## config.mk

```make
export PLATFORM = sky130hd
export DESIGN_NAME = instruction_deserializer_flat
export DESIGN_NICKNAME = d
export VERILOG_FILES = /design/src/rtl/instruction_deserializer_if.sv /design/src/rtl/instruction_deserializer.sv /design/src/flat_wrapper.sv
export SDC_FILE = /design/constraint.sdc
export NUM_CORES = 1
export LEC_CHECK = 0
export CAP_MARGIN = 20
export CORE_MARGIN = 3
export CORE_UTILIZATION = 59
export DETAILED_ROUTE_END_ITERATION = 16
export PLACE_DENSITY = 0.77
export SLEW_MARGIN = 20
export SYNTH_ARGS = -nofsm -noshare
export SYNTH_HDL_FRONTEND = slang
export SYNTH_SLANG_ARGS = --single-unit
```

## constraint.sdc

```tcl
create_clock -name i_clk -period 3 [get_ports i_clk]
set_input_delay 0.45 -clock i_clk [delete_from_list [all_inputs] [get_ports i_clk]]
set_output_delay 0.45 -clock i_clk [all_outputs]
set_load 0.02 [all_outputs]
```

## src/rtl/instruction_deserializer_if.sv

```systemverilog
// Handshake bundle between the MBED-side serial link and the instruction deserializer.
// The master drives the serial bit, strobe and acknowledge. The slave returns the instruction and status.
interface instruction_deserializer_if #(
    parameter int WIDTH = 10
);
    logic             command;
    logic             confirm;
    logic             instr_ack;
    logic [WIDTH-1:0] servo_instr;
    logic             instruction_ready;
    logic             data_ready;
    logic             frame_err;

    modport master (
        output command, confirm, instr_ack,
        input  servo_instr, instruction_ready, data_ready, frame_err
    );

    modport slave (
        input  command, confirm, instr_ack,
        output servo_instr, instruction_ready, data_ready, frame_err
    );
endinterface

```

## src/rtl/instruction_deserializer.sv

```systemverilog
// Bit-serial servo instruction receiver: one bit per confirm/data_ready four-phase handshake.
// When INSTR_PARITY_EN is defined, an even-parity bit is appended to the frame and checked.
module instruction_deserializer #(
    parameter int WIDTH          = 10,
    parameter int SYNC_STAGES    = 2,
    parameter int TIMEOUT_CYCLES = 50_000_000
) (
    input  logic                       i_clk,
    input  logic                       i_reset,
    instruction_deserializer_if.slave  bus
);

`ifdef INSTR_PARITY_EN
    localparam int FRAME_LEN = WIDTH + 1;
`else
    localparam int FRAME_LEN = WIDTH;
`endif
    localparam int CNT_W = $clog2(FRAME_LEN + 1);
    localparam int TMO_W = (TIMEOUT_CYCLES > 2) ? $clog2(TIMEOUT_CYCLES) : 1;
    localparam logic [CNT_W-1:0] CNT_FULL = CNT_W'(FRAME_LEN);
    localparam logic [TMO_W-1:0] TMO_LAST = TMO_W'(TIMEOUT_CYCLES - 1);

    // state | meaning
    // IDLE  | data_ready low, waiting for the synchronised confirm to rise
    // ACK   | bit captured, data_ready high, waiting for confirm to fall
    // FULL  | instruction presented, confirm ignored until instr_ack
    typedef enum logic [1:0] {
        IDLE = 2'd0,
        ACK  = 2'd1,
        FULL = 2'd2
    } state_t;

    state_t                 r_state;
    logic [SYNC_STAGES-1:0] r_cmd_sync;
    logic [SYNC_STAGES-1:0] r_cfm_sync;
    logic [FRAME_LEN-1:0]   r_sr;
    logic [CNT_W-1:0]       r_cnt;
    logic [TMO_W-1:0]       r_tmo;
    logic [WIDTH-1:0]       r_servo_instr;
    logic                   r_instruction_ready;
    logic                   r_data_ready;
    logic                   r_frame_err;

    logic                   w_cmd_s;
    logic                   w_cfm_s;
    logic                   w_tmo_run;
    logic                   w_tmo_fire;
    logic                   w_valid;
    logic [WIDTH-1:0]       w_payload;

    always_ff @(posedge i_clk or negedge i_reset) begin
        if (!i_reset) begin
            r_cmd_sync <= '0;
            r_cfm_sync <= '0;
        end else begin
            r_cmd_sync <= {r_cmd_sync[SYNC_STAGES-2:0], bus.command};
            r_cfm_sync <= {r_cfm_sync[SYNC_STAGES-2:0], bus.confirm};
        end
    end

    assign w_cmd_s = r_cmd_sync[SYNC_STAGES-1];
    assign w_cfm_s = r_cfm_sync[SYNC_STAGES-1];

    // A partial frame is timed while waiting for either handshake edge.
    // A frame with no bits yet is never timed.
    assign w_tmo_run  = (r_state == ACK) || ((r_state == IDLE) && (r_cnt != '0));
    assign w_tmo_fire = w_tmo_run && (r_tmo == TMO_LAST);

`ifdef INSTR_PARITY_EN
    // The parity bit arrives last, so it sits in the LSB and the instruction sits above it.
    assign w_valid   = ~(^r_sr);
    assign w_payload = r_sr[FRAME_LEN-1:1];
`else
    assign w_valid   = 1'b1;
    assign w_payload = r_sr;
`endif

    always_ff @(posedge i_clk or negedge i_reset) begin
        if (!i_reset) begin
            r_state             <= IDLE;
            r_sr                <= '0;
            r_cnt               <= '0;
            r_tmo               <= '0;
            r_servo_instr       <= '0;
            r_instruction_ready <= 1'b0;
            r_data_ready        <= 1'b0;
            r_frame_err         <= 1'b0;
        end else begin
            r_frame_err <= 1'b0;
            if (w_tmo_fire) begin
                // If a handshake edge arrives on the same clock, the timeout takes priority.
                r_frame_err  <= 1'b1;
                r_cnt        <= '0;
                r_sr         <= '0;
                r_tmo        <= '0;
                r_data_ready <= 1'b0;
                r_state      <= IDLE;
            end else begin
                if (w_tmo_run) begin
                    r_tmo <= r_tmo + TMO_W'(1);
                end
                case (r_state)
                    IDLE: begin
                        if (w_cfm_s) begin
                            r_sr         <= {r_sr[FRAME_LEN-2:0], w_cmd_s};
                            r_cnt        <= r_cnt + CNT_W'(1);
                            r_tmo        <= '0;
                            r_data_ready <= 1'b1;
                            r_state      <= ACK;
                        end
                    end
                    ACK: begin
                        if (!w_cfm_s) begin
                            r_data_ready <= 1'b0;
                            r_tmo        <= '0;
                            r_state      <= IDLE;
                            if (r_cnt == CNT_FULL) begin
                                r_cnt <= '0;
                                if (w_valid) begin
                                    r_servo_instr       <= w_payload;
                                    r_instruction_ready <= 1'b1;
                                    r_state             <= FULL;
                                end else begin
                                    r_frame_err <= 1'b1;
                                    r_sr        <= '0;
                                end
                            end
                        end
                    end
                    FULL: begin
                        if (bus.instr_ack) begin
                            r_instruction_ready <= 1'b0;
                            r_state             <= IDLE;
                        end
                    end
                    default: begin
                        r_state      <= IDLE;
                        r_data_ready <= 1'b0;
                    end
                endcase
            end
        end
    end

    assign bus.servo_instr       = r_servo_instr;
    assign bus.instruction_ready = r_instruction_ready;
    assign bus.data_ready        = r_data_ready;
    assign bus.frame_err         = r_frame_err;

endmodule
```

## src/flat_wrapper.sv

```systemverilog
// flat-port wrapper written by rule: the top's interface ports become plain ports
module instruction_deserializer_flat 
#(
    parameter int WIDTH          = 10,
    parameter int SYNC_STAGES    = 2,
    parameter int TIMEOUT_CYCLES = 50_000_000
)
  (i_clk, i_reset, bus_command, bus_confirm, bus_instr_ack, bus_servo_instr, bus_instruction_ready, bus_data_ready, bus_frame_err);
  instruction_deserializer_if #(.WIDTH(WIDTH)) bus_i ();
  input  logic i_clk;
  input  logic i_reset;
  input wire logic [$bits(bus_i.command)-1:0] bus_command;
  input wire logic [$bits(bus_i.confirm)-1:0] bus_confirm;
  input wire logic [$bits(bus_i.instr_ack)-1:0] bus_instr_ack;
  output wire logic [$bits(bus_i.servo_instr)-1:0] bus_servo_instr;
  output wire logic [$bits(bus_i.instruction_ready)-1:0] bus_instruction_ready;
  output wire logic [$bits(bus_i.data_ready)-1:0] bus_data_ready;
  output wire logic [$bits(bus_i.frame_err)-1:0] bus_frame_err;
  assign bus_i.command = bus_command;
  assign bus_i.confirm = bus_confirm;
  assign bus_i.instr_ack = bus_instr_ack;
  assign bus_servo_instr = bus_i.servo_instr;
  assign bus_instruction_ready = bus_i.instruction_ready;
  assign bus_data_ready = bus_i.data_ready;
  assign bus_frame_err = bus_i.frame_err;
  instruction_deserializer #(.WIDTH(WIDTH), .SYNC_STAGES(SYNC_STAGES), .TIMEOUT_CYCLES(TIMEOUT_CYCLES)) u_core (.i_clk(i_clk), .i_reset(i_reset), .bus(bus_i));
endmodule
```

Yosys cells after proc, flatten, opt, wreduce, memory -nomap -nowiden
Index checks and enable logic that the tools add are counted.

word-level totals
  flip-flop bits (word level) = 59
  bits of input ports = 5
  output and inout bits = 13
  logic and storage cells = 69

operators by class
  add/sub/neg operators = 2
  equality and inequality tests = 12
  multiplexer cells = 28
  bitwise operators = 2
  reductions and logical operators = 15

operators by type and width
  kind                     number
  $mux W26                 4
  $pmux W26 S2             1
  $mux W10                 3
  $add A26 B1 Y26 const B  1
  $eq A26 B26 Y1 const B   1
  $mux W4                  4
  $mux W2                  5
  $pmux W4 S2              1
  $reduce_and A4 Y1        2
  $mux W1                  7
  $ne A2 B2 Y1 const B     3
  $ne A3 B2 Y1 const B     2
  $pmux W2 S3              1
  $reduce_and A3 Y1        2
  $reduce_bool A2 Y1       3
  $reduce_and A5 Y1        1
  $add A4 B1 Y4 const B    1
  $eq A4 B4 Y1 const B     1
  $reduce_bool A4 Y1       1
  $ne A3 B1 Y1 const B     1
  $ne A3 B3 Y1 const B     1
  $pmux W1 S3              1
  $reduce_bool A3 Y1       1
  $eq A2 B1 Y1 const B     1
  8 further kinds          10

Logic depth before layout (Yosys ltp)
Gate-level depths: netlist of the first run.

  depth after elaboration = 7
  gate-level depth with buffers = 10
  gate-level depth less buffers = 7

Worst setup path before layout of the first run
OpenSTA, ideal clock, no wires.

  path kind = register to register
  start = register u_core.r_cnt[0]
  end = register u_core.r_servo_instr[2], in the netlist u_core.bus.servo_instr[2]
  setup time = 0.125 ns
  arrival time = 2.296 ns
  required time = 2.875 ns
  path slack = 0.579 ns
  cell stages (with the launch flop) = 9
  path buffers = 1
  period minus slack after synthesis = 2.421 ns
  path through = dfrtp_1 -> inv_1 -> ha_1 -> or4b_4 -> nand3_1 -> and4bb_4 -> nor4bb_4 -> buf_6 -> mux2_4

between the ends
  cells in the longest elaborated chain, start to end = 6
  elaborated cells on any way between the ends = 7
  classes of those cells = eq/ne (1); bitwise (1); reduce/logical (5)

RTL lines
  item                             line                             RTL
  start, declared                  instruction_deserializer.sv:37   logic [CNT_W-1:0] r_cnt;
  start signal, assigned           instruction_deserializer.sv:106  r_cnt <= r_cnt + CNT_W'(1);
  $reduce_bool A4 Y1               instruction_deserializer.sv:66   assign w_tmo_run = (r_state == ACK) || ((r_state == IDLE) && (r_cnt != '0));
  $logic_and A1 B1 Y1              instruction_deserializer.sv:66
  $logic_or A1 B1 Y1               instruction_deserializer.sv:66
  $logic_and A1 B1 Y1              instruction_deserializer.sv:67   assign w_tmo_fire = w_tmo_run && (r_tmo == TMO_LAST);
  $not A1 Y1 (no line)             --
  $reduce_and A4 Y1 (no line) (*)  --
  end signal, assigned             instruction_deserializer.sv:120  r_servo_instr <= w_payload;
  end, declared                    instruction_deserializer.sv:39   logic [WIDTH-1:0] r_servo_instr;

Mark *: on every way between the ends. The rest lies on a longest branch, timed or not.
A chain may end at the register's enable or synchronous reset.

Final worst setup path of the first run
  start = register u_core.r_cnt[0]
  end = register u_core.r_servo_instr[0], in the netlist u_core.bus.servo_instr[0]

The elaborated chain is that of the path after synthesis.

==> results of run 1 <==
==> report_power, final <==
part           switching [mW]  internal, mW
registers              0.0745         0.879
logic                   0.120         0.103
clock network           0.288         0.314
total                   0.483          1.30
==> kinds of logic after synthesis <==
kind of cell | share of synthesized area (%)
AND/OR/NAND/NOR | 23.6
flip-flops | 51.0
AO/OA/AOI/OAI | 4.67
XOR/XNOR | 6.36
multiplexers | 8.73
buffers and inverters | 3.54
adder cells (fa/ha/maj) | 2.08
==> stage by stage <==
step	instance area (um^2)	power, mW	instances
final	3270	1.78	358
after global placement	3110	1.18	343
after CTS	3270	1.79	358
after detailed placement	3110	1.20	343
after global routing	3270	1.88	358
after floorplan	2890	1.11	265
==> critical path, stage by stage (launching register included) <==
cell	delay [ns]
sky130_fd_sc_hd__dfrtp_1	0.40
sky130_fd_sc_hd__inv_1	0.12
sky130_fd_sc_hd__ha_1	0.21
sky130_fd_sc_hd__or4b_4	0.48
sky130_fd_sc_hd__nand3_1	0.12
sky130_fd_sc_hd__and4bb_4	0.33
sky130_fd_sc_hd__nor4bb_4	0.27
sky130_fd_sc_hd__buf_4	0.27
sky130_fd_sc_hd__mux2_2	0.36
==> metal layers <==
| layer | vias up | routed length, um | global-route usage [%] |
|---|---|---|---|
| met5 | - | 0 | 0 |
| met4 | 0 | 106 | 8.51 |
| met3 | 11 | 171 | 5.67 |
| met2 | 34 | 2720 | 35.5 |
| met1 | 1006 | 2460 | 26.6 |
| li1 | 969 | - | - |
==> worst max path at each step <==
stage | end | cells after the start
floorplan | u_core.bus.servo_instr[2] | 8
global placement | u_core.bus.servo_instr[0] | 8
detailed placement | u_core.bus.servo_instr[0] | 8
CTS | u_core.bus.servo_instr[0] | 8
global route | u_core.bus.servo_instr[0] | 8
finish | u_core.bus.servo_instr[0] | 8
==> state kept, by name, summed over array words and instances, names as in the netlist <==
register,count
u_core.bus.servo_instr,10
u_core.r_sr,10
u_core.bus.data_ready,1
u_core.r_cfm_sync,2
u_core.r_cmd_sync,2
u_core.bus.frame_err,1
u_core.bus.instruction_ready,1
u_core.r_cnt,4
u_core.r_state,2
u_core.r_tmo,26
==> area by class of cell <==
type / instances / area [um^2] / area share, %
Multi-Input combinational cell: 189 / 1320 / 40.2
Clock inverter: 3 / 15.0 / 0.459
Tap cell: 65 / 81.3 / 2.48
Sequential cell: 59 / 1480 / 45.1
Clock buffer: 12 / 145 / 4.43
Inverter: 6 / 22.5 / 0.688
Timing Repair Buffer: 24 / 218 / 6.65
==> placed cells by master, fill, tap and decap left out, types with 7 or more instances in the layout <==
cell type and instances:
sky130_fd_sc_hd__mux2_4 8, sky130_fd_sc_hd__dfrtp_1 59, sky130_fd_sc_hd__nand4_1 9, sky130_fd_sc_hd__nor2_1 44, sky130_fd_sc_hd__a21oi_1 11, sky130_fd_sc_hd__nand2_1 12, sky130_fd_sc_hd__nand3_1 12, sky130_fd_sc_hd__mux2i_1 11
sky130_fd_sc_hd__buf_4 7, sky130_fd_sc_hd__xnor2_1 10, sky130_fd_sc_hd__clkbuf_8 10, sky130_fd_sc_hd__clkdlybuf4s50_1 16, sky130_fd_sc_hd__o21ai_0 7, sky130_fd_sc_hd__xor2_1 11
==> results_tabular.tex, run 1 <==
\begin{tabular}{lr}
\hline
Metric & Value \\
\hline
\multicolumn{2}{l}{\textbf{Status}} \\
\quad Status & finished clean \\
\multicolumn{2}{l}{\textbf{Synth}} \\
\quad Synth cell types & 46 \\
\quad Number of synthesized register bits & 59 \\
\quad Total number of yosys warnings & 0 \\
\quad Most used standard cell by instance count after synthesis & sky130\_fd\_sc\_hd\_\_dfrtp\_1 \\
\quad Synthesized instance count & 265 \\
\quad Mean cell area of the mapped netlist & 10.9 um\^{}2 \\
\quad Most instantiated cells after synthesis & sky130\_fd\_sc\_hd\_\_dfrtp\_1, sky130\_fd\_sc\_hd\_\_nor2\_1, sky130\_fd\_sc\_hd\_\_nand2\_1, sky130\_fd\_sc\_hd\_\_nand3\_1 \\
\quad Async SR Flop Fraction & 100\% \\
\quad Post-Syn Nets & 274 \\
\quad Seq/Total Area, Yosys & 51.0\% \\
\quad Top cell type's share of synthesized area & 51.0\% \\
\quad Number of enable flip-flop cells after synthesis & 0 \\
\quad Post-synthesis instance area & 2890 um\^{}2 \\
\quad Top area cells in the synthesized netlist & sky130\_fd\_sc\_hd\_\_dfrtp\_1, sky130\_fd\_sc\_hd\_\_nor2\_1, sky130\_fd\_sc\_hd\_\_mux2\_4 \\
\quad Most common flop cell mapped by yosys & sky130\_fd\_sc\_hd\_\_dfrtp\_1 \\
\quad Biggest area consumer among synthesized cells & sky130\_fd\_sc\_hd\_\_dfrtp\_1 \\
\multicolumn{2}{l}{\textbf{CTS}} \\
\quad CTS buffer count & 9 \\
\quad Clock Pin Slew Worst Setup and Hold Paths & 0.06 ns \\
\quad Deepest clock path buffer count & 2 \\
\quad CTS sink cnt & 59 \\
\quad Cell at the root of the clock tree & sky130\_fd\_sc\_hd\_\_clkbuf\_8 \\
\quad PostCTS Resize Cnt & 0 \\
\quad Postcts setup bufs & 0 \\
\quad Hold buffers post-CTS & 0 \\
\quad Clk\_lat worst skew & 0.33 ns \\
\quad CTS tree & built \\
\quad H-Tree Depth & 3 \\
\multicolumn{2}{l}{\textbf{STA}} \\
\quad Worst slack on hold paths & 0.251 ns \\
\quad Upper clock frequency limit & 375 MHz \\
\quad Setup repair after global routing missed its margin & no \\
\quad Max-slew violation count & 0 \\
\quad Final count of negative-setup-slack endpoints & 0 \\
\quad Skew final & 0.00699 ns \\
\quad Share of the cycle needed by the critical path after routing & 88.9\% \\
\quad Transition time of the tightest slew-check pin & 0.909 ns \\
\quad Summed negative setup slack over all endpoints & 0 ns \\
\quad Tmin final & 2.67 ns \\
\quad Slew margin rel. & 39.4\% \\
\quad PnR worst setup slack & 0.333 ns \\
\quad Final-report hold violation count & 0 \\
\multicolumn{2}{l}{\textbf{Critical path}} \\
\quad Worst-case register-to-register setup slack & 0.33 ns \\
\quad Depth of the worst register-to-register path & 8 \\
\quad Critical path startpoint & u\_core.r\_cnt[0] \\
\quad CP Max Fanout & 20 \\
\quad Arrival time reported for the critical path endpoint & 2.88 ns \\
\quad Data required time at the worst endpoint & 3.21 ns \\
\quad R2R Path End & u\_core.bus.servo\_instr[0] \\
\quad Launch point of the worst reg-to-reg path & u\_core.r\_cnt[0] \\
\quad Critical Path Source Type & register \\
\quad Category of the most critical setup path & register to register \\
\quad Type of element capturing the critical path & register \\
\multicolumn{2}{l}{\textbf{Detailed routing}} \\
\quad Vias per Instance & 5.64 \\
\quad Via count of the routed design & 2020 \\
\quad 1st-pass router iterations & 4 \\
\quad ANT nets after route & 0 \\
\quad Post-detailed-route DRC marker count & 0 \\
\quad DRT Wirelength & 5.46 mm \\
\quad Iter 0 DRT Violations & 126 \\
\quad Routed wire length per instance & 15.2 um \\
\multicolumn{2}{l}{\textbf{Power}} \\
\quad Power density over the cells & 544 nW/um\^{}2 \\
\quad Largest voltage drop on the vdd net & 0.390 mV \\
\quad Leakage power summed over all cells & 1.47 nW \\
\multicolumn{2}{l}{\textbf{Floorplan}} \\
\quad Die width & 76.0 um \\
\quad Core area & 4530 um\^{}2 \\
\quad \# IOs & 18 \\
\quad Standard-cell row count & 24 \\
\quad Die Y & 76.0 um \\
\quad Die Outline Area & 5780 um\^{}2 \\
\quad Starting Density & 63.8\% \\
\multicolumn{2}{l}{\textbf{Global routing}} \\
\quad Total track usage & 21.3\% \\
\quad Pin count of the biggest net entering global routing & 43 \\
\quad Number of antenna violations at the first check in global routing & 0 \\
\quad Global-route wire length before repair & 9.78 mm \\
\quad Vias in the first global route & 2123 \\
\quad Congestion Overflow GR & 0 \\
\multicolumn{2}{l}{\textbf{Finish}} \\
\quad Antenna diodes & 0 \\
\quad Post-Route Utilization & 72.2\% \\
\quad Count of filler cells inserted in the layout & 350 \\
\quad Total number of nets in the final design & 298 \\
\quad Share of final-layout standard cells stronger than drive strength 1 & 13.7\% \\
\quad Area growth, synth to finish & 13.1\% \\
\multicolumn{2}{l}{\textbf{Flow run}} \\
\quad Max-cap violations & 0 \\
\multicolumn{2}{l}{\textbf{Placed design}} \\
\quad Placement-stage worst setup slack & 0.338 ns \\
\quad Detailed-placement wirelength estimate & 3.81 mm \\
\quad Number of buffer cells added on primary ports & 17 \\
\quad Placer congestion estimate & 0.835 \\
\multicolumn{2}{l}{\textbf{Hold path}} \\
\quad Hold WC Path Type & input port to asynchronous set/reset pin \\
\hline
\end{tabular}
No activity file was read; power rests on OpenSTA's default activity.
==> run 2, diff against run 1 <==
CORE_UTILIZATION = 60   (was 59)
PLACE_DENSITY = 0.78   (was 0.77)
clock period = 3.3 ns   (was 3 ns; I/O delays follow)
==> run 2 against run 1 <==
Final area rose by 0.96%. Maximum frequency rose by 2.6%. Critical path depth did not move. Hold slack got worse by 0.010 ns. Critical endpoint is now u_core.bus.servo_instr[8]. Utilization rose by 1.2 points.
==> results_tabular.tex, run 2 (synthesis results as in run 1) <==
\begin{tabular}{lr}
\hline
Metric & Value \\
\hline
\multicolumn{2}{l}{\textbf{Status}} \\
\quad Status & finished clean (unchanged) \\
\multicolumn{2}{l}{\textbf{CTS}} \\
\quad Clk\_lat worst skew & 0.34 ns (was 0.33 ns) \\
\quad Deepest clock path buffer count & 2 (unchanged) \\
\quad Hold buffers post-CTS & 0 (unchanged) \\
\quad PostCTS Resize Cnt & 0 (unchanged) \\
\quad CTS buffer count & 9 (unchanged) \\
\quad Cell at the root of the clock tree & sky130\_fd\_sc\_hd\_\_clkbuf\_8 (unchanged) \\
\quad CTS tree & built (unchanged) \\
\quad CTS sink cnt & 59 (unchanged) \\
\quad H-Tree Depth & 3 (unchanged) \\
\quad Postcts setup bufs & 0 (unchanged) \\
\quad Clock Pin Slew Worst Setup and Hold Paths & 0.06 ns (about the same) \\
\multicolumn{2}{l}{\textbf{Critical path}} \\
\quad Arrival time reported for the critical path endpoint & 2.82 ns (was 2.88 ns) \\
\quad Worst path buffer plus inverter count & 2 (unchanged) \\
\quad Worst-case register-to-register setup slack & 0.70 ns (was 0.33 ns) \\
\quad Critical Path, Cell by Cell & inv\_1, ha\_1, or4b\_4, nand3\_1, and4bb\_4, nor4bb\_4, buf\_4, mux2\_4 (was inv\_1, ha\_1, or4b\_4, nand3\_1, and4bb\_4, nor4bb\_4, buf\_4, mux2\_2) \\
\quad CP Max Fanout & 20 (unchanged) \\
\quad Category of the most critical setup path & register to register (unchanged) \\
\quad Maximum cell stage delay along the critical path & 0.48 ns (about the same) \\
\quad Crit-path slowest cell & sky130\_fd\_sc\_hd\_\_or4b\_4 (unchanged) \\
\quad Family of cells with the greatest summed delay on the critical path & simple AND/OR/NAND/NOR gates (unchanged) \\
\quad Data required time at the worst endpoint & 3.52 ns (was 3.21 ns) \\
\quad Critical Path Source Type & register (unchanged) \\
\quad Type of element capturing the critical path & register (unchanged) \\
\multicolumn{2}{l}{\textbf{Global routing}} \\
\quad Pin count of the biggest net entering global routing & 37 (was 43) \\
\quad Met2 demand-to-capacity share in global routing & 37.5\% (was 35.5\%) \\
\quad Most used routing layer in global routing & met2 (unchanged) \\
\quad Vias in the first global route & 2022 (was 2123) \\
\quad Global-route wire length before repair & 9.40 mm (was 9.78 mm) \\
\quad Met3 track demand over resource & 9.23\% (was 5.67\%) \\
\quad GR Layer Usage met1 & 27.0\% (was 26.6\%) \\
\quad Number of antenna violations at the first check in global routing & 0 (unchanged) \\
\quad Total track usage & 22.5\% (was 21.3\%) \\
\quad Congestion Overflow GR & 0 (unchanged) \\
\multicolumn{2}{l}{\textbf{Detailed routing}} \\
\quad Routed wire length per instance & 16.3 um (was 15.2 um) \\
\quad Via count of the routed design & 2001 (was 2020) \\
\quad DRT Wirelength & 5.64 mm (was 5.46 mm) \\
\quad Iter 0 DRT Violations & 152 (was 126) \\
\quad 1st-pass router iterations & 4 (unchanged) \\
\quad Post-detailed-route DRC marker count & 0 (unchanged) \\
\quad Vias per Instance & 5.78 (was 5.64) \\
\quad ANT nets after route & 0 (unchanged) \\
\multicolumn{2}{l}{\textbf{Power}} \\
\quad Design internal power & 1.31 mW (was 1.30 mW) \\
\quad Total power after layout & 1.78 mW (about the same) \\
\quad Power share of the clock group & 39.5\% (was 33.8\%) \\
\quad Power density over the cells & 538 nW/um\^{}2 (was 544 nW/um\^{}2) \\
\quad Switching share of total power & 26.1\% (was 27.1\%) \\
\quad Sequential share of power & 48.9\% (was 53.6\%) \\
\quad Net switching power & 0.463 mW (was 0.483 mW) \\
\quad Comb pwr share & 11.6\% (was 12.6\%) \\
\quad Largest voltage drop on the vdd net & 0.514 mV (was 0.390 mV) \\
\quad Leakage power summed over all cells & 1.49 nW (was 1.47 nW) \\
\multicolumn{2}{l}{\textbf{Floorplan}} \\
\quad Die Outline Area & 5690 um\^{}2 (was 5780 um\^{}2) \\
\quad Die Y & 75.5 um (was 76.0 um) \\
\quad Standard-cell row count & 24 (unchanged) \\
\quad Die width & 75.5 um (was 76.0 um) \\
\quad Core area & 4500 um\^{}2 (was 4530 um\^{}2) \\
\quad \# IOs & 18 (unchanged) \\
\quad Starting Density & 64.3\% (was 63.8\%) \\
\multicolumn{2}{l}{\textbf{STA}} \\
\quad Final count of negative-setup-slack endpoints & 0 (unchanged) \\
\quad Tmin final & 2.60 ns (was 2.67 ns) \\
\quad Final-report hold violation count & 0 (unchanged) \\
\quad Upper clock frequency limit & 385 MHz (was 375 MHz) \\
\quad Worst slack on hold paths & 0.240 ns (was 0.251 ns) \\
\quad Summed negative setup slack over all endpoints & 0 ns (unchanged) \\
\quad Skew final & 0.0122 ns (was 0.00699 ns) \\
\quad Setup repair after global routing missed its margin & no (unchanged) \\
\quad Slew margin rel. & 46.7\% (was 39.4\%) \\
\quad Share of the cycle needed by the critical path after routing & 78.8\% (was 88.9\%) \\
\quad Max-slew violation count & 0 (unchanged) \\
\quad Transition time of the tightest slew-check pin & 0.799 ns (was 0.909 ns) \\
\multicolumn{2}{l}{\textbf{Placed design}} \\
\quad Placer congestion estimate & 0.848 (was 0.835) \\
\quad Detailed-placement wirelength estimate & 3.80 mm (was 3.81 mm) \\
\quad Number of buffer cells added on primary ports & 17 (unchanged) \\
\multicolumn{2}{l}{\textbf{Finish}} \\
\quad Antenna diodes & 0 (unchanged) \\
\quad Combined area of the multi-input logic cells & 1320 um\^{}2 (unchanged) \\
\quad Register containing the most flip-flops in the final layout & u\_core.r\_tmo (unchanged) \\
\quad Count of filler cells inserted in the layout & 314 (was 350) \\
\quad Flip-flop count of the largest register, all copies and words added & 26 (unchanged) \\
\quad Total number of nets in the final design & 298 (unchanged) \\
\quad FF+latch area & 1480 um\^{}2 (unchanged) \\
\quad Area growth, synth to finish & 14.2\% (was 13.1\%) \\
\quad Share of final-layout standard cells stronger than drive strength 1 & 14.3\% (was 13.7\%) \\
\quad Post-Route Utilization & 73.4\% (was 72.2\%) \\
\quad Most common library cell in the layout ignoring fill and taps & sky130\_fd\_sc\_hd\_\_dfrtp\_1 (unchanged) \\
\quad Most frequent cells in the layout & sky130\_fd\_sc\_hd\_\_dfrtp\_1, sky130\_fd\_sc\_hd\_\_nor2\_1, sky130\_fd\_sc\_hd\_\_clkdlybuf4s50\_1 (unchanged) \\
\multicolumn{2}{l}{\textbf{Hold path}} \\
\quad Hold WC Path Type & input port to asynchronous set/reset pin (unchanged) \\
\multicolumn{2}{l}{\textbf{Flow run}} \\
\quad Max-cap violations & 0 (unchanged) \\
\hline
\end{tabular}
run 2: worst reg2reg max path: cells and delay by family, from the launching register on:
kind                     cells  cell delay, ns
flip-flops                   1            0.40
buffers and inverters        2            0.35
adder cells (fa/ha/maj)      1            0.21
AND/OR/NAND/NOR              4            1.21
multiplexers                 1            0.31
run 2: cell type report:
class,instances,area share (%)
clock buffer,10,3.86
clock inverter,6,2.42
inverter,6,0.682
multi-input combinational,189,39.8
sequential,59,44.7
tap,52,1.97
timing repair buffer,24,6.59
run 2: final timing paths:
kind / startpoint / end / cells past startpoint
worst max-delay path: u_core.r_cnt[0] / u_core.bus.servo_instr[8] / 8
max in group asynchronous: i_reset / u_core.bus.servo_instr[0] / 3
min in group i_clk: u_core.r_cfm_sync[0] / u_core.r_cfm_sync[1] / 0
worst max register to register: u_core.r_cnt[0] / u_core.bus.servo_instr[8] / 8
worst min register to register: u_core.r_cfm_sync[0] / u_core.r_cfm_sync[1] / 0
worst min-delay path: i_reset / u_core.r_tmo[10] / 1
run 2: routing by layer:
metal	vias to the layer above	part of all wire (%)
met5	-	0
met4	0	1.4
met3	10	3.9
met2	35	51
met1	977	44
li1	979	-
run 2: power by group through the flow:
| stage | Sequential (mW) | Clock [mW] | Combinational (mW) |
|---|---|---|---|
| after floorplan | 0.867 | 0 | 0.141 |
| after global placement | 0.877 | 0 | 0.198 |
| after detailed placement | 0.883 | 0 | 0.206 |
| after CTS | 0.870 | 0.717 | 0.210 |
| after global routing | 0.878 | 0.745 | 0.234 |
| final | 0.869 | 0.703 | 0.205 |
run 2: stage by stage:
step | setup WS [ns] | std cells | instance area (um^2)
floorplan | 0.879 | 265 | 2890
global placement | 0.763 | 330 | 3100
detailed placement | 0.698 | 330 | 3100
CTS | 0.686 | 346 | 3300
global route | 0.567 | 346 | 3300
finish | 0.701 | 346 | 3300
==> run 3, diff against run 2 <==
CORE_UTILIZATION = 59   (was 60)
PLACE_DENSITY = 0.77   (was 0.78)
clock period = 2.47 ns   (was 3.3 ns; I/O delays follow)
==> run 3 against run 2 <==
Sequential share of layout area shrank 1.7 points. Die area grew 1.6%. Non-clock buffer count grew 11. Hold slack lost 0.22 ns. Highest routed layer unchanged. Total power grew 38%. Clock skew shrank 0.0032 ns. Critical path depth is the same. Worst setup slack lost 0.62 ns.
==> results_tabular.tex, run 3 (synthesis results as in run 1) <==
\begin{tabular}{lr}
\hline
Metric & Value \\
\hline
\multicolumn{2}{l}{\textbf{Status}} \\
\quad Status & finished clean (unchanged) \\
\multicolumn{2}{l}{\textbf{Detailed routing}} \\
\quad Via count of the routed design & 2094 (was 2001) \\
\quad DRT Wirelength & 5.87 mm (was 5.64 mm) \\
\quad Routed wire length per instance & 15.9 um (was 16.3 um) \\
\quad Iter 0 DRT Violations & 109 (was 152) \\
\quad Post-detailed-route DRC marker count & 0 (unchanged) \\
\quad ANT nets after route & 0 (unchanged) \\
\quad Vias per Instance & 5.66 (was 5.78) \\
\quad 1st-pass router iterations & 4 (unchanged) \\
\multicolumn{2}{l}{\textbf{CTS}} \\
\quad Deepest clock path buffer count & 2 (unchanged) \\
\quad CTS buffer count & 9 (unchanged) \\
\quad CTS sink cnt & 59 (unchanged) \\
\quad Clock Pin Slew Worst Setup and Hold Paths & 0.07 ns (was 0.06 ns) \\
\quad Hold buffers post-CTS & 0 (unchanged) \\
\quad CTS tree & built (unchanged) \\
\quad Clk\_lat worst skew & 0.35 ns (was 0.34 ns) \\
\quad Cell at the root of the clock tree & sky130\_fd\_sc\_hd\_\_clkbuf\_8 (unchanged) \\
\quad H-Tree Depth & 3 (unchanged) \\
\multicolumn{2}{l}{\textbf{Placed design}} \\
\quad Instance count after placement with tap cells included & 353 (was 330) \\
\quad Area after DPL & 3200 um\^{}2 (was 3100 um\^{}2) \\
\quad Detailed-placement wirelength estimate & 3.97 mm (was 3.80 mm) \\
\quad Number of buffer cells added on primary ports & 17 (unchanged) \\
\quad Placement-stage worst setup slack & 0.0334 ns (was 0.698 ns) \\
\quad Placer congestion estimate & 0.862 (was 0.848) \\
\multicolumn{2}{l}{\textbf{Critical path}} \\
\quad Depth of the worst register-to-register path & 8 (unchanged) \\
\quad Arrival time reported for the critical path endpoint & 2.62 ns (was 2.82 ns) \\
\quad Worst-case register-to-register setup slack & 0.08 ns (was 0.70 ns) \\
\quad Crit-path slowest cell & sky130\_fd\_sc\_hd\_\_or4b\_4 (unchanged) \\
\quad R2R Path End & u\_core.bus.servo\_instr[1] (was u\_core.bus.servo\_instr[8]) \\
\quad Launch point of the worst reg-to-reg path & u\_core.r\_cnt[0] (unchanged) \\
\quad Critical Path Source Type & register (unchanged) \\
\quad Maximum cell stage delay along the critical path & 0.48 ns (about the same) \\
\quad Category of the most critical setup path & register to register (unchanged) \\
\quad Data required time at the worst endpoint & 2.70 ns (was 3.52 ns) \\
\quad CP Max Fanout & 7 (was 20) \\
\quad Critical Path, Cell by Cell & inv\_2, ha\_1, or4b\_4, nand3\_2, and4bb\_4, nor4bb\_4, buf\_6, mux2\_2 (was inv\_1, ha\_1, or4b\_4, nand3\_1, and4bb\_4, nor4bb\_4, buf\_4, mux2\_4) \\
\quad Type of element capturing the critical path & register (unchanged) \\
\multicolumn{2}{l}{\textbf{Global routing}} \\
\quad Global-route wire length before repair & 10.3 mm (was 9.40 mm) \\
\quad Total track usage & 22.5\% (about the same) \\
\quad Number of antenna violations at the first check in global routing & 0 (unchanged) \\
\quad Congestion Overflow GR & 0 (unchanged) \\
\quad Pin count of the biggest net entering global routing & 45 (was 37) \\
\quad Vias in the first global route & 2184 (was 2022) \\
\multicolumn{2}{l}{\textbf{Finish}} \\
\quad Total number of nets in the final design & 309 (was 298) \\
\quad Area growth, synth to finish & 18.7\% (was 14.2\%) \\
\quad Post-Route Utilization & 75.8\% (was 73.4\%) \\
\quad Most common library cell in the layout ignoring fill and taps & sky130\_fd\_sc\_hd\_\_dfrtp\_1 (unchanged) \\
\quad Share of final-layout standard cells stronger than drive strength 1 & 18.0\% (was 14.3\%) \\
\quad Area of all placed cells without fillers & 3440 um\^{}2 (was 3300 um\^{}2) \\
\quad Most frequent cells in the layout & sky130\_fd\_sc\_hd\_\_dfrtp\_1, sky130\_fd\_sc\_hd\_\_nor2\_1, sky130\_fd\_sc\_hd\_\_buf\_4 (was sky130\_fd\_sc\_hd\_\_dfrtp\_1, sky130\_fd\_sc\_hd\_\_nor2\_1, sky130\_fd\_sc\_hd\_\_clkdlybuf4s50\_1) \\
\quad Final cell count without fillers & 370 (was 346) \\
\quad Flip-flop count of the largest register, all copies and words added & 26 (unchanged) \\
\quad Antenna diodes & 0 (unchanged) \\
\quad Register containing the most flip-flops in the final layout & u\_core.r\_tmo (unchanged) \\
\multicolumn{2}{l}{\textbf{Power}} \\
\quad Power density over the cells & 712 nW/um\^{}2 (was 538 nW/um\^{}2) \\
\quad Design internal power & 1.80 mW (was 1.31 mW) \\
\quad Total power after layout & 2.45 mW (was 1.78 mW) \\
\quad Largest voltage drop on the vdd net & 0.565 mV (was 0.514 mV) \\
\quad Sequential share of power & 46.9\% (was 48.9\%) \\
\quad Switching share of total power & 26.6\% (was 26.1\%) \\
\quad Power share of the clock group & 39.6\% (was 39.5\%) \\
\quad Comb pwr share & 13.6\% (was 11.6\%) \\
\quad Leakage power summed over all cells & 1.55 nW (was 1.49 nW) \\
\quad Net switching power & 0.651 mW (was 0.463 mW) \\
\multicolumn{2}{l}{\textbf{Flow run}} \\
\quad Max-cap violations & 0 (unchanged) \\
\multicolumn{2}{l}{\textbf{STA}} \\
\quad Final-report hold violation count & 0 (unchanged) \\
\quad Worst slack on hold paths & 0.0192 ns (was 0.240 ns) \\
\quad Summed negative setup slack over all endpoints & 0 ns (unchanged) \\
\quad Tmin final & 2.39 ns (was 2.60 ns) \\
\quad Upper clock frequency limit & 418 MHz (was 385 MHz) \\
\quad Transition time of the tightest slew-check pin & 0.588 ns (was 0.799 ns) \\
\quad PnR worst setup slack & 0.0782 ns (was 0.701 ns) \\
\quad Share of the cycle needed by the critical path after routing & 96.8\% (was 78.8\%) \\
\quad Setup repair after global routing missed its margin & no (unchanged) \\
\quad Final count of negative-setup-slack endpoints & 0 (unchanged) \\
\quad Max-slew violation count & 0 (unchanged) \\
\quad Skew final & 0.00897 ns (was 0.0122 ns) \\
\quad Slew margin rel. & 60.4\% (was 46.7\%) \\
\multicolumn{2}{l}{\textbf{Hold path}} \\
\quad Hold WC Path Type & input port to asynchronous set/reset pin (unchanged) \\
\multicolumn{2}{l}{\textbf{Floorplan}} \\
\quad Die Y & 76.0 um (was 75.5 um) \\
\quad Die width & 76.0 um (was 75.5 um) \\
\quad Core area & 4530 um\^{}2 (was 4500 um\^{}2) \\
\quad Die Outline Area & 5780 um\^{}2 (was 5690 um\^{}2) \\
\quad Starting Density & 63.8\% (was 64.3\%) \\
\quad \# IOs & 18 (unchanged) \\
\quad Standard-cell row count & 24 (unchanged) \\
\hline
\end{tabular}
-- run 3: cell types whose count changed in the layout (fill, tap and decap cells not counted), sizes merged --
cell      change
clkinvlp      +2
clkinv        -3
buf          +11
inv           +1
-- run 3: area by class of cell --
| cell class | instances | area (um^2) |
|---|---|---|
| inverter | 6 | 22.5 |
| multi-input combinational | 189 | 1320 |
| tap | 65 | 81.3 |
| timing repair buffer | 35 | 319 |
| clock buffer | 10 | 128 |
| fill | 318 | 1100 |
| clock inverter | 6 | 88.8 |
| sequential | 59 | 1480 |
-- run 3: worst max-delay path by stage --
stage | from | to | slack (ns)
final | u_core.r_cnt[0] | u_core.bus.servo_instr[1] | 0.08
after global routing | u_core.r_cnt[0] | u_core.bus.servo_instr[1] | 0.007
after CTS | u_core.r_cnt[0] | u_core.bus.servo_instr[1] | 0.001
after detailed placement | u_core.r_cnt[0] | u_core.bus.servo_instr[1] | 0.03
after global placement | u_core.r_cnt[0] | u_core.bus.servo_instr[0] | 0.1
after floorplan | u_core.r_cnt[0] | u_core.bus.servo_instr[2] | 0.05
-- run 3: what timing repair did --
| action | 4_1_cts | 5_1_grt |
|---|---|---|
| endpoints found under the setup margin | 0 | 10 |
| resized for setup | 0 | 3 |
| hold endpoints to repair | 0 | 0 |
| setup buffers | 0 | 1 |
-- run 3: power by group through the flow --
stage	logic [mW]	clock network, mW	registers [mW]
6_report	0.332	0.968	1.15
5_1_grt	0.375	1.04	1.16
4_1_cts	0.327	0.980	1.15
3_5_place_dp	0.324	0	1.16
3_3_place_gp	0.310	0	1.16
2_1_floorplan	0.188	0	1.16
-- run 3: critical path: cells and delay by family, from the launching register on --
family                     cells  cell delay, ns
and+or+nand+nor                4            1.12
DFF                            1            0.41
muxes                          1            0.33
buffers and inverters          2            0.25
adders and majority gates      1            0.15
-- run 3: layer usage --
| layer | global-route usage [%] | wire length [um] | share of wire [%] | vias up |
|---|---|---|---|---|
| li1 | - | - | - | 995 |
| met4 | 7.25 | 66 | 1.1 | 0 |
| met1 | 28.1 | 2530 | 43 | 1043 |
| met5 | 0 | 0 | 0 | - |
| met3 | 7.45 | 242 | 4.1 | 7 |
| met2 | 37.1 | 3040 | 52 | 49 |
